===== src/rtl/pc_gen_pkg.sv =====
// Shared types and helpers for the fetch-side PC generator:
// FSM state, redirect-cause encoding and the IALIGN-to-mask function.
package pc_gen_pkg;

  typedef enum logic [1:0] {
    S_BOOT,
    S_RUN,
    S_HALT
  } state_e;

  typedef enum logic [2:0] {
    CAUSE_NONE,
    CAUSE_SEQ,
    CAUSE_BRJ,
    CAUSE_JALR,
    CAUSE_TRAP,
    CAUSE_MRET
  } cause_e;

  // Low target bits that must be zero for the given instruction alignment.
  function automatic logic [1:0] ialign_mask(input int unsigned ialign);
    return (ialign == 32) ? 2'b11 : 2'b01;
  endfunction

endpackage


===== src/rtl/pc_gen_if.sv =====
// Fetch-port bundle between the PC generator (master) and instruction fetch (slave).
// Signal names match the original flat ports for drop-in compatibility.
interface pc_gen_if #(
  parameter int unsigned XLEN = 32
);
  logic [XLEN-1:0] o_pc;
  logic            o_pc_valid;
  logic            i_pc_ready;
  logic            o_flush;
  logic            o_misalign;
  logic [XLEN-1:0] o_misalign_addr;

  modport master (
    output o_pc,
    output o_pc_valid,
    input  i_pc_ready,
    output o_flush,
    output o_misalign,
    output o_misalign_addr
  );

  modport slave (
    input  o_pc,
    input  o_pc_valid,
    output i_pc_ready,
    input  o_flush,
    input  o_misalign,
    input  o_misalign_addr
  );
endinterface


===== src/rtl/pc_target_sel.sv =====
// Combinational candidate-target generation, per-cycle priority select and
// misalignment detection for execute-stage redirects.
module pc_target_sel
  import pc_gen_pkg::*;
#(
  parameter int unsigned XLEN   = 32,
  parameter int unsigned IALIGN = 32
) (
  input  state_e          state_i,
  input  logic            pc_valid_i,
  input  logic            pc_ready_i,
  input  logic            ex_valid_i,
  input  logic [XLEN-1:0] ex_pc_i,
  input  logic            brch_i,
  input  logic            zero_i,
  input  logic            jal_i,
  input  logic            jalr_i,
  input  logic [XLEN-1:0] rs1_i,
  input  logic [XLEN-1:0] imm_i,
  input  logic            trap_i,
  input  logic [XLEN-1:0] mtvec_i,
  input  logic            mret_i,
  input  logic [XLEN-1:0] mepc_i,
  output cause_e          cause_o,
  output logic [XLEN-1:0] target_o,
  output logic            misalign_o
);

  localparam logic [1:0] MASK = ialign_mask(IALIGN);

  logic [XLEN-1:0] brj_tgt;
  logic [XLEN-1:0] jalr_tgt;
  logic [XLEN-1:0] trap_tgt;
  logic [XLEN-1:0] mret_tgt;
  logic            active;
  logic            run;
  logic            brj_take;
  logic            jalr_take;

  always_comb begin
    brj_tgt   = ex_pc_i + imm_i;
    jalr_tgt  = (rs1_i + imm_i) & ~XLEN'(1);
    trap_tgt  = mtvec_i & ~XLEN'(3);
    mret_tgt  = mepc_i & ~XLEN'(MASK);
    active    = (state_i == S_RUN) || (state_i == S_HALT);
    run       = (state_i == S_RUN);
    brj_take  = ex_valid_i & ((brch_i & ~zero_i) | jal_i);
    jalr_take = ex_valid_i & jalr_i;

    cause_o  = CAUSE_NONE;
    target_o = '0;
    if (active && trap_i) begin
      cause_o  = CAUSE_TRAP;
      target_o = trap_tgt;
    end else if (active && mret_i) begin
      cause_o  = CAUSE_MRET;
      target_o = mret_tgt;
    end else if (run && brj_take) begin
      cause_o  = CAUSE_BRJ;
      target_o = brj_tgt;
    end else if (run && jalr_take) begin
      cause_o  = CAUSE_JALR;
      target_o = jalr_tgt;
    end else if (run && pc_valid_i && pc_ready_i) begin
      cause_o  = CAUSE_SEQ;
    end

    // Trap/mret targets are masked by construction; only execute targets can fault.
    misalign_o = ((cause_o == CAUSE_BRJ) || (cause_o == CAUSE_JALR)) &&
                 target_o[1] && MASK[1];
  end

endmodule


===== src/rtl/pc_gen.sv =====
// Program-counter generator for the fetch front end: registered PC with a
// valid/ready fetch handshake, execute redirects, trap/mret vectoring and halt.
module pc_gen
  import pc_gen_pkg::*;
#(
  parameter int unsigned     XLEN       = 32,
  parameter logic [XLEN-1:0] RESET_PC   = 32'h8000_0000,
  parameter int unsigned     IALIGN     = 32,
  parameter int unsigned     INST_BYTES = 4
) (
  input  logic            i_clk,
  input  logic            i_rst,
  input  logic            i_ex_valid,
  input  logic [XLEN-1:0] i_ex_pc,
  input  logic            i_brch,
  input  logic            i_jal,
  input  logic            i_jalr,
  input  logic            i_zero,
  input  logic [XLEN-1:0] i_rs1,
  input  logic [XLEN-1:0] i_imm,
  input  logic            i_trap,
  input  logic [XLEN-1:0] i_mtvec,
  input  logic            i_mret,
  input  logic [XLEN-1:0] i_mepc,
  pc_gen_if.master        fetch
);

  state_e          state_q;
  logic [XLEN-1:0] pc_q;
  logic            pc_valid_q;
  logic            flush_q;
  logic            misalign_q;
  logic [XLEN-1:0] misalign_addr_q;

  cause_e          cause_d;
  logic [XLEN-1:0] target_d;
  logic            misalign_d;

  pc_target_sel #(
    .XLEN   (XLEN),
    .IALIGN (IALIGN)
  ) u_sel (
    .state_i    (state_q),
    .pc_valid_i (pc_valid_q),
    .pc_ready_i (fetch.i_pc_ready),
    .ex_valid_i (i_ex_valid),
    .ex_pc_i    (i_ex_pc),
    .brch_i     (i_brch),
    .zero_i     (i_zero),
    .jal_i      (i_jal),
    .jalr_i     (i_jalr),
    .rs1_i      (i_rs1),
    .imm_i      (i_imm),
    .trap_i     (i_trap),
    .mtvec_i    (i_mtvec),
    .mret_i     (i_mret),
    .mepc_i     (i_mepc),
    .cause_o    (cause_d),
    .target_o   (target_d),
    .misalign_o (misalign_d)
  );

  always_ff @(posedge i_clk) begin
    if (i_rst) begin
      state_q         <= S_BOOT;
      pc_q            <= RESET_PC;
      pc_valid_q      <= 1'b0;
      flush_q         <= 1'b0;
      misalign_q      <= 1'b0;
      misalign_addr_q <= '0;
    end else begin
      flush_q    <= 1'b0;
      misalign_q <= 1'b0;
      if (state_q == S_BOOT) begin
        state_q    <= S_RUN;
        pc_valid_q <= 1'b1;
      end else begin
        unique case (cause_d)
          CAUSE_TRAP, CAUSE_MRET: begin
            state_q    <= S_RUN;
            pc_q       <= target_d;
            pc_valid_q <= 1'b1;
            flush_q    <= 1'b1;
          end
          CAUSE_BRJ, CAUSE_JALR: begin
            if (misalign_d) begin
              state_q         <= S_HALT;
              pc_valid_q      <= 1'b0;
              misalign_q      <= 1'b1;
              misalign_addr_q <= target_d;
            end else begin
              pc_q       <= target_d;
              pc_valid_q <= 1'b1;
              flush_q    <= 1'b1;
            end
          end
          CAUSE_SEQ: pc_q <= pc_q + XLEN'(INST_BYTES);
          default: ;
        endcase
      end
    end
  end

  assign fetch.o_pc            = pc_q;
  assign fetch.o_pc_valid      = pc_valid_q;
  assign fetch.o_flush         = flush_q;
  assign fetch.o_misalign      = misalign_q;
  assign fetch.o_misalign_addr = misalign_addr_q;

endmodule


===== src/flat_wrapper.sv =====
// flat-port wrapper written by rule: the top's interface ports become plain ports
module pc_gen_flat import pc_gen_pkg::*;
#(
  parameter int unsigned     XLEN       = 32,
  parameter logic [XLEN-1:0] RESET_PC   = 32'h8000_0000,
  parameter int unsigned     IALIGN     = 32,
  parameter int unsigned     INST_BYTES = 4
)
  (i_clk, i_rst, i_ex_valid, i_ex_pc, i_brch, i_jal, i_jalr, i_zero, i_rs1, i_imm, i_trap, i_mtvec, i_mret, i_mepc, fetch_o_pc, fetch_o_pc_valid, fetch_i_pc_ready, fetch_o_flush, fetch_o_misalign, fetch_o_misalign_addr);
  pc_gen_if #(.XLEN(XLEN)) fetch_i ();
  input  logic i_clk;
  input  logic i_rst;
  input  logic i_ex_valid;
  input  logic [XLEN-1:0] i_ex_pc;
  input  logic i_brch;
  input  logic i_jal;
  input  logic i_jalr;
  input  logic i_zero;
  input  logic [XLEN-1:0] i_rs1;
  input  logic [XLEN-1:0] i_imm;
  input  logic i_trap;
  input  logic [XLEN-1:0] i_mtvec;
  input  logic i_mret;
  input  logic [XLEN-1:0] i_mepc;
  output wire logic [$bits(fetch_i.o_pc)-1:0] fetch_o_pc;
  output wire logic [$bits(fetch_i.o_pc_valid)-1:0] fetch_o_pc_valid;
  input wire logic [$bits(fetch_i.i_pc_ready)-1:0] fetch_i_pc_ready;
  output wire logic [$bits(fetch_i.o_flush)-1:0] fetch_o_flush;
  output wire logic [$bits(fetch_i.o_misalign)-1:0] fetch_o_misalign;
  output wire logic [$bits(fetch_i.o_misalign_addr)-1:0] fetch_o_misalign_addr;
  assign fetch_o_pc = fetch_i.o_pc;
  assign fetch_o_pc_valid = fetch_i.o_pc_valid;
  assign fetch_i.i_pc_ready = fetch_i_pc_ready;
  assign fetch_o_flush = fetch_i.o_flush;
  assign fetch_o_misalign = fetch_i.o_misalign;
  assign fetch_o_misalign_addr = fetch_i.o_misalign_addr;
  pc_gen #(.XLEN(XLEN), .RESET_PC(RESET_PC), .IALIGN(IALIGN), .INST_BYTES(INST_BYTES)) u_core (.i_clk(i_clk), .i_rst(i_rst), .i_ex_valid(i_ex_valid), .i_ex_pc(i_ex_pc), .i_brch(i_brch), .i_jal(i_jal), .i_jalr(i_jalr), .i_zero(i_zero), .i_rs1(i_rs1), .i_imm(i_imm), .i_trap(i_trap), .i_mtvec(i_mtvec), .i_mret(i_mret), .i_mepc(i_mepc), .fetch(fetch_i));
endmodule

===== config.mk =====
export PLATFORM = sky130hd
export DESIGN_NAME = pc_gen_flat
export DESIGN_NICKNAME = d
export VERILOG_FILES = /design/src/rtl/pc_gen_pkg.sv /design/src/rtl/pc_gen_if.sv /design/src/rtl/pc_target_sel.sv /design/src/rtl/pc_gen.sv /design/src/flat_wrapper.sv
export SDC_FILE = /design/constraint.sdc
export NUM_CORES = 1
export LEC_CHECK = 0
export BUFFER_PORTS_ARGS = -buffer_cell sky130_fd_sc_hd__buf_2
export CORE_UTILIZATION = 40
export CTS_CLUSTER_DIAMETER = 150
export CTS_CLUSTER_SIZE = 25
export DETAILED_ROUTE_END_ITERATION = 6
export PLACE_DENSITY = 0.75
export SETUP_SLACK_MARGIN = 0.2
export SLEW_MARGIN = 15
export SYNTH_ARGS = -nofsm -noshare
export SYNTH_HDL_FRONTEND = slang
export SYNTH_SLANG_ARGS = --single-unit

===== constraint.sdc =====
create_clock -name i_clk -period 7.1 [get_ports i_clk]
set_input_delay 1.775 -clock i_clk [delete_from_list [all_inputs] [get_ports i_clk]]
set_output_delay 1.775 -clock i_clk [all_outputs]
set_load 0.05 [all_outputs]

# Yosys cells after proc, flatten, opt, wreduce, memory -nomap -nowiden

Cells that the tools add are included.

Register bits after elaboration: 69
Input bits: 170
Output and inout port bits: 67
Word-level logic and storage cells: 67

Add/sub/neg operators: 3
Eq/ne operators: 10
Muxes and demuxes: 19
Bitwise logic cells: 7
Reductions and logical operators: 21

Operators with widths:

| kind                                                             | count |
|---|---|
| 32-bit 2-to-1 mux                                                | 5 |
| 32-bit case mux with 3 select lines                              | 1 |
| 32-bit adder                                                     | 2 |
| 32-bit by 3-bit adder with 32-bit output (second input constant) | 1 |
| 1-bit logical AND                                                | 7 |
| 3-bit by 2-bit == test with 1-bit output (second input constant) | 2 |
| 3-bit == test (second input constant)                            | 2 |
| 2-bit 2-to-1 mux                                                 | 3 |
| 3-bit 2-to-1 mux                                                 | 2 |
| 3-bit AND reduction                                              | 2 |
| 3-bit nonzero test                                               | 2 |
| 2-bit OR reduction                                               | 3 |
| 1-bit 2-to-1 mux                                                 | 5 |
| 1-bit case mux with 2 select lines                               | 2 |
| 2-bit case mux with 2 select lines                               | 1 |
| 2-bit AND reduction                                              | 2 |
| 1-bit bitwise AND                                                | 3 |
| 3-bit by 1-bit == test with 1-bit output (second input constant) | 1 |
| 3-bit by 1-bit != test with 1-bit output (second input constant) | 1 |
| 1-bit NOT                                                        | 3 |
| 3-bit OR reduction                                               | 1 |
| 2-bit by 1-bit == test with 1-bit output (second input constant) | 1 |
| 2-bit == test (second input constant)                            | 1 |
| 2-bit logical NOT                                                | 1 |
| 5 further kinds                                                  | 6 |

# Logic depth before layout (Yosys ltp)

Depth after elaboration: 14
Mapped depth: 13

# Modules after synthesis

From an unflattened synthesis, not the netlist that was laid out.

Cells, all modules: 1,065
Area, all modules: 7,521.0 um^2

By module, submodules not included:

| module        | times used | cells an instance | area each (um^2) | sequential area each (um^2) |
|---|---|---|---|---|
| pc_target_sel | 1          | 615               | 4,115.2          | 0.0 |
| pc_gen        | 1          | 450               | 3,405.8          | 1,381.3 |

# Worst setup path after synthesis

OpenSTA, ideal clock, no wires.

Kind: input-to-reg
Start point: input port i_rs1[1]
End point: register u_core.pc_q[24], in the netlist u_core.fetch.o_pc[24]
Arrival: 4.075 ns
Required time: 6.961 ns
Setup slack: 2.886 ns
Stages on the path: 11
Path through: inv_1 -> fa_1 -> nand2b_1 -> a21oi_2 -> a31oi_2 -> o41ai_2 -> a21o_1 -> a21oi_1 -> a41o_1 -> a2111oi_4 -> a311oi_2

Longest elaborated chain between the ends: 8
Elaborated cells on any way between the ends: 10
Those cells by class: 1 x add/sub; 1 x eq/ne; 6 x mux; 2 x reduce/logical

Ends and longest elaborated chain:

| element                              | RTL line            | RTL |
|---|---|---|
| from (decl)                          | flat_wrapper.sv:19  | `input logic [XLEN-1:0] i_rs1;` |
| 32-bit adder (*)                     | pc_target_sel.sv:42 | `jalr_tgt = (rs1_i + imm_i) & ~XLEN'(1);` |
| 32-bit 2-to-1 mux (*)                | pc_target_sel.sv:61 | `end else if (run && jalr_take) begin` |
| 32-bit 2-to-1 mux (*)                | pc_target_sel.sv:58 | `end else if (run && brj_take) begin` |
| 32-bit 2-to-1 mux (*)                | pc_target_sel.sv:55 | `end else if (active && mret_i) begin` |
| 32-bit 2-to-1 mux (*)                | pc_target_sel.sv:52 | `if (active && trap_i) begin` |
| 1-bit logical AND                    | pc_target_sel.sv:69 | `misalign_o = ((cause_o == CAUSE_BRJ) \|\| (cause_o == CAUSE_JALR)) &&` |
| 2-bit != test (no source line)       | --                  |  |
| 3-bit AND reduction (no source line) | --                  |  |
| to (signal assigned)                 | pc_gen.sv:81        | `pc_q <= target_d;` |
| to (signal assigned)                 | pc_gen.sv:92        | `pc_q <= target_d;` |
| to (signal assigned)                 | pc_gen.sv:97        | `CAUSE_SEQ: pc_q <= pc_q + XLEN'(INST_BYTES);` |
| to (decl)                            | pc_gen.sv:29        | `logic [XLEN-1:0] pc_q;` |

Mark *: on every way between the ends. The rest lies on a longest branch, timed or not. The select of a mux whose other input is x is not followed.
A chain may end at the register's enable or synchronous reset.

# Worst setup path after layout

Start point: input port i_mret
End point: register u_core.pc_q[16], in the netlist u_core.fetch.o_pc[16]

Longest elaborated chain between the ends: 8
Elaborated cells on any way between the ends: 19
Those cells by class: 6 x eq/ne; 6 x mux; 7 x reduce/logical

Ends and longest elaborated chain:

| element                                  | RTL line                          | RTL |
|---|---|---|
| from (decl)                              | flat_wrapper.sv:23                | `input logic i_mret;` |
| 1-bit logical AND (*)                    | pc_target_sel.sv:55               |  |
| 3-bit 2-to-1 mux                         | pc_target_sel.sv:55               |  |
| 3-bit 2-to-1 mux                         | pc_target_sel.sv:52               |  |
| 3-bit by 2-bit == test with 1-bit output | pc_target_sel.sv:69, pc_gen.sv:78 |  |
| 1-bit logical OR                         | pc_target_sel.sv:69               |  |
| 1-bit logical AND                        | pc_target_sel.sv:69               |  |
| 2-bit != test (no source line)           | --                                |  |
| 3-bit AND reduction (no source line)     | --                                |  |

Marks and branches as above.

==> out/metrics.yaml <==
sta:
  rsz0062_at_grt: "false"
  clock_skew_ps: 8.99
  hold_ws_ps: 451
  hold_viol_final: 0
  setup_viol: 0
  fin_setup_tns_ps: 0
  period_needed_ps: 4670
  tightest_slew_ps: 993
  slew_headroom: 0.336
  fin_crit_sh: 0.658
  maxSlewViolCount: 0
  fmax_mhz: 214
worst_setup_path:
  crit_arrival_ps: 4870
  r2r_slack_ps: 3210
  critical_path_class: "in -> reg"
  cp-end-kind: "flop"
  crit_fanout: 28
  crit_path_max_incr_delay_ps: 780
  required_ps: 7300
  cp_top_family: "simple AND/OR/NAND/NOR gates"
  slowest_stage: "nand2_1"
  crit_top_cell: "nand2_1"
  crit_buf_inv: 2
  startpoint_type: "primary input"
  crit_chain: "buf_2, nand2_1, nand2_1, buf_4, or4_1, nand2_1, nor2_1, a22oi_1, nor2_1"
floorplan:
  start_util: 0.411
  die_w_um: 136
  rows: 48
  pin_count: 237
  die_area_sq_um: 18400
  core-area_sq_um: 17400
  die_y_um: 136
global_route:
  grt_pass1_vias: 7710
  grt_max_degree: 54
  grt_pass1_wl_um: 39700
  track_usage: 0.277
  overflow: 0
  grt_antenna_before_repair: 1
synth:
  synth_nets: 1197
  yosysTopAreaCell: "dfxtp_1"
  synth_cells: 961
  synth_warnings: 0
  synth_common_cells: "a21oi_1 (119), nand2_1 (96), nor2_1 (77)"
  synth_flop_cell: "dfxtp_1"
  synth.avg_cell_area_sq_um: 7.43
  yosysTopAreaCellShare: 0.193
  synthesis.area_sq_um: 7140
  synthArstFlopShare: 0
  synthTopCellsByArea: "dfxtp_1 (19%), ha_1 (11%), a21oi_1 (8.3%), xnor2_1 (5.9%), o21ai_0 (5.0%)"
  ys_types: 81
  yosysSeqAreaShare: 0.193
  yosys_register_bits: 69
  synth-edff-count: 0
  synth_most_common_cell: "a21oi_1"
flow_run:
  cap_violations: 0
cts:
  numClockSinks: 69
  hold_buffers: 0
  cts_made_buffers: 9
  post-cts-setup-buffers: 0
  clk_path_buf_depth: 2
  clk_latency_ps: 340
  clk_pin_slew_ps: 50
  cts-resized-gates: 0
  cts_tree: "done"
  htreeDepth: 3
  cts-root-buf: "clkbuf_16"
cells_and_area:
  num-fill-cells: 1739
  drive_above_1_share: 0.247
  area_growth_pct: 23.0
  final_net_count: 1400
place:
  portBuffers: 232
  routabilityCongestion: 0.928
  hpwl_um: 20400
routing:
  wl_per_cell_um: 18.5
  drt_iter0_markers: 662
  routed_via_density: 5.91
  ant_nets: 0
  num_vias: 8243
  route.final.wire_length_um: 25800
  drc: 0
  drt_first_pass_iters: 6
power:
  ir_drop_v: 0.000147
  leakagePower_nw: 4.00
  power.density_nw_per_um2: 183
outcome:
  status: "finished, final reports clean"
min_path:
  min_path_type: "reg -> reg"
tightest hold or removal path, stage by stage, from the launching register on:
cell and delay [ps]:
dfxtp_1 300, nand2_1 50, a21oi_1 50
power breakdown:
part / internal [mW] / switching [mW] / total (mW)
Sequential: 0.412 / 0.0236 / 0.436
Clock: 0.316 / 0.167 / 0.483
Combinational: 0.250 / 0.441 / 0.691
Total: 0.978 / 0.631 / 1.61
registers in the layout, indices dropped and copies added (netlist names):
| signal | cells |
|---|---|
| u_core.fetch.o_misalign | 1 |
| u_core.fetch.o_pc_valid | 1 |
| u_core.fetch.o_misalign_addr | 32 |
| u_core.fetch.o_pc | 32 |
| u_core.state_q | 2 |
| u_core.fetch.o_flush | 1 |
routing by layer:
layer / GRT usage / up-vias / wire length, um / part of all wire
li1: - / 4003 / - / -
met1: 0.354 / 3817 / 11100 / 0.43
met2: 0.456 / 373 / 11800 / 0.46
met3: 0.0483 / 50 / 2060 / 0.080
met4: 0.112 / 0 / 859 / 0.033
met5: 0 / - / 0 / 0
placed cells by master (no fill, tap or decap), types with 18 or more instances in the layout:
| cell | n |
|---|---|
| a21o_1 | 36 |
| inv_1 | 26 |
| ha_1 | 64 |
| o21ai_0 | 72 |
| a21oi_1 | 119 |
| nor2_1 | 77 |
| xor2_1 | 27 |
| a211oi_1 | 24 |
| buf_2 | 232 |
| xnor2_1 | 48 |
| nand2_1 | 96 |
| nand3_1 | 24 |
| o211ai_1 | 18 |
| dfxtp_1 | 69 |
cell families (layout without fill, tap and decap cells):
group,after synthesis,after routing,share of synthesized area
AO/OA/AOI/OAI,389,389,0.363
XOR/XNOR,75,75,0.0920
adder cells (fa/ha/maj),66,66,0.118
buffers and inverters,75,283,0.0421
flip-flops,69,69,0.193
multiplexers,3,3,0.00421
other,0,1,0
AND/OR/NAND/NOR,284,284,0.187
worst paths after layout:
| kind | end | cells past startpoint | from |
|---|---|---|---|
| hold reg to reg | u_core.fetch.o_misalign_addr[23]$_SDFFE_PP0P_ | 2 | u_core.fetch.o_misalign_addr[23]$_SDFFE_PP0P_ |
| setup reg to reg | u_core.fetch.o_pc[16]$_SDFFE_PP0P_ | 10 | u_core.state_q[0]$_SDFFE_PP0P_ |
| setup / recovery | u_core.fetch.o_pc[16]$_SDFFE_PP0P_ | 9 | i_mret |
| hold / removal | u_core.fetch.o_misalign_addr[23]$_SDFFE_PP0P_ | 2 | u_core.fetch.o_misalign_addr[23]$_SDFFE_PP0P_ |
per-stage QoR:
step	setup WS (ps)	instances	utilization	power [mW]	instance area, sq um
global placement	2190	1378	0.487	1.12	8450
finish	2430	1395	0.506	1.61	8780
floorplan	2890	961	-	0.919	7140
global route	2240	1395	0.506	1.69	8780
detailed placement	2120	1378	0.487	1.12	8450
CTS	2480	1394	0.506	1.61	8780
final cells by class:
type	instances	area, sq um	area share
diodes	1	2.50	0.000285
clock buffers	10	239	0.0272
clock inverters	6	86.3	0.00983
inverters	27	101	0.0115
multi-input cells	817	5470	0.623
flip-flops and latches	69	1380	0.157
well taps	225	282	0.0321
repair buffers	240	1220	0.139
No activity file was read; power rests on OpenSTA's default activity.
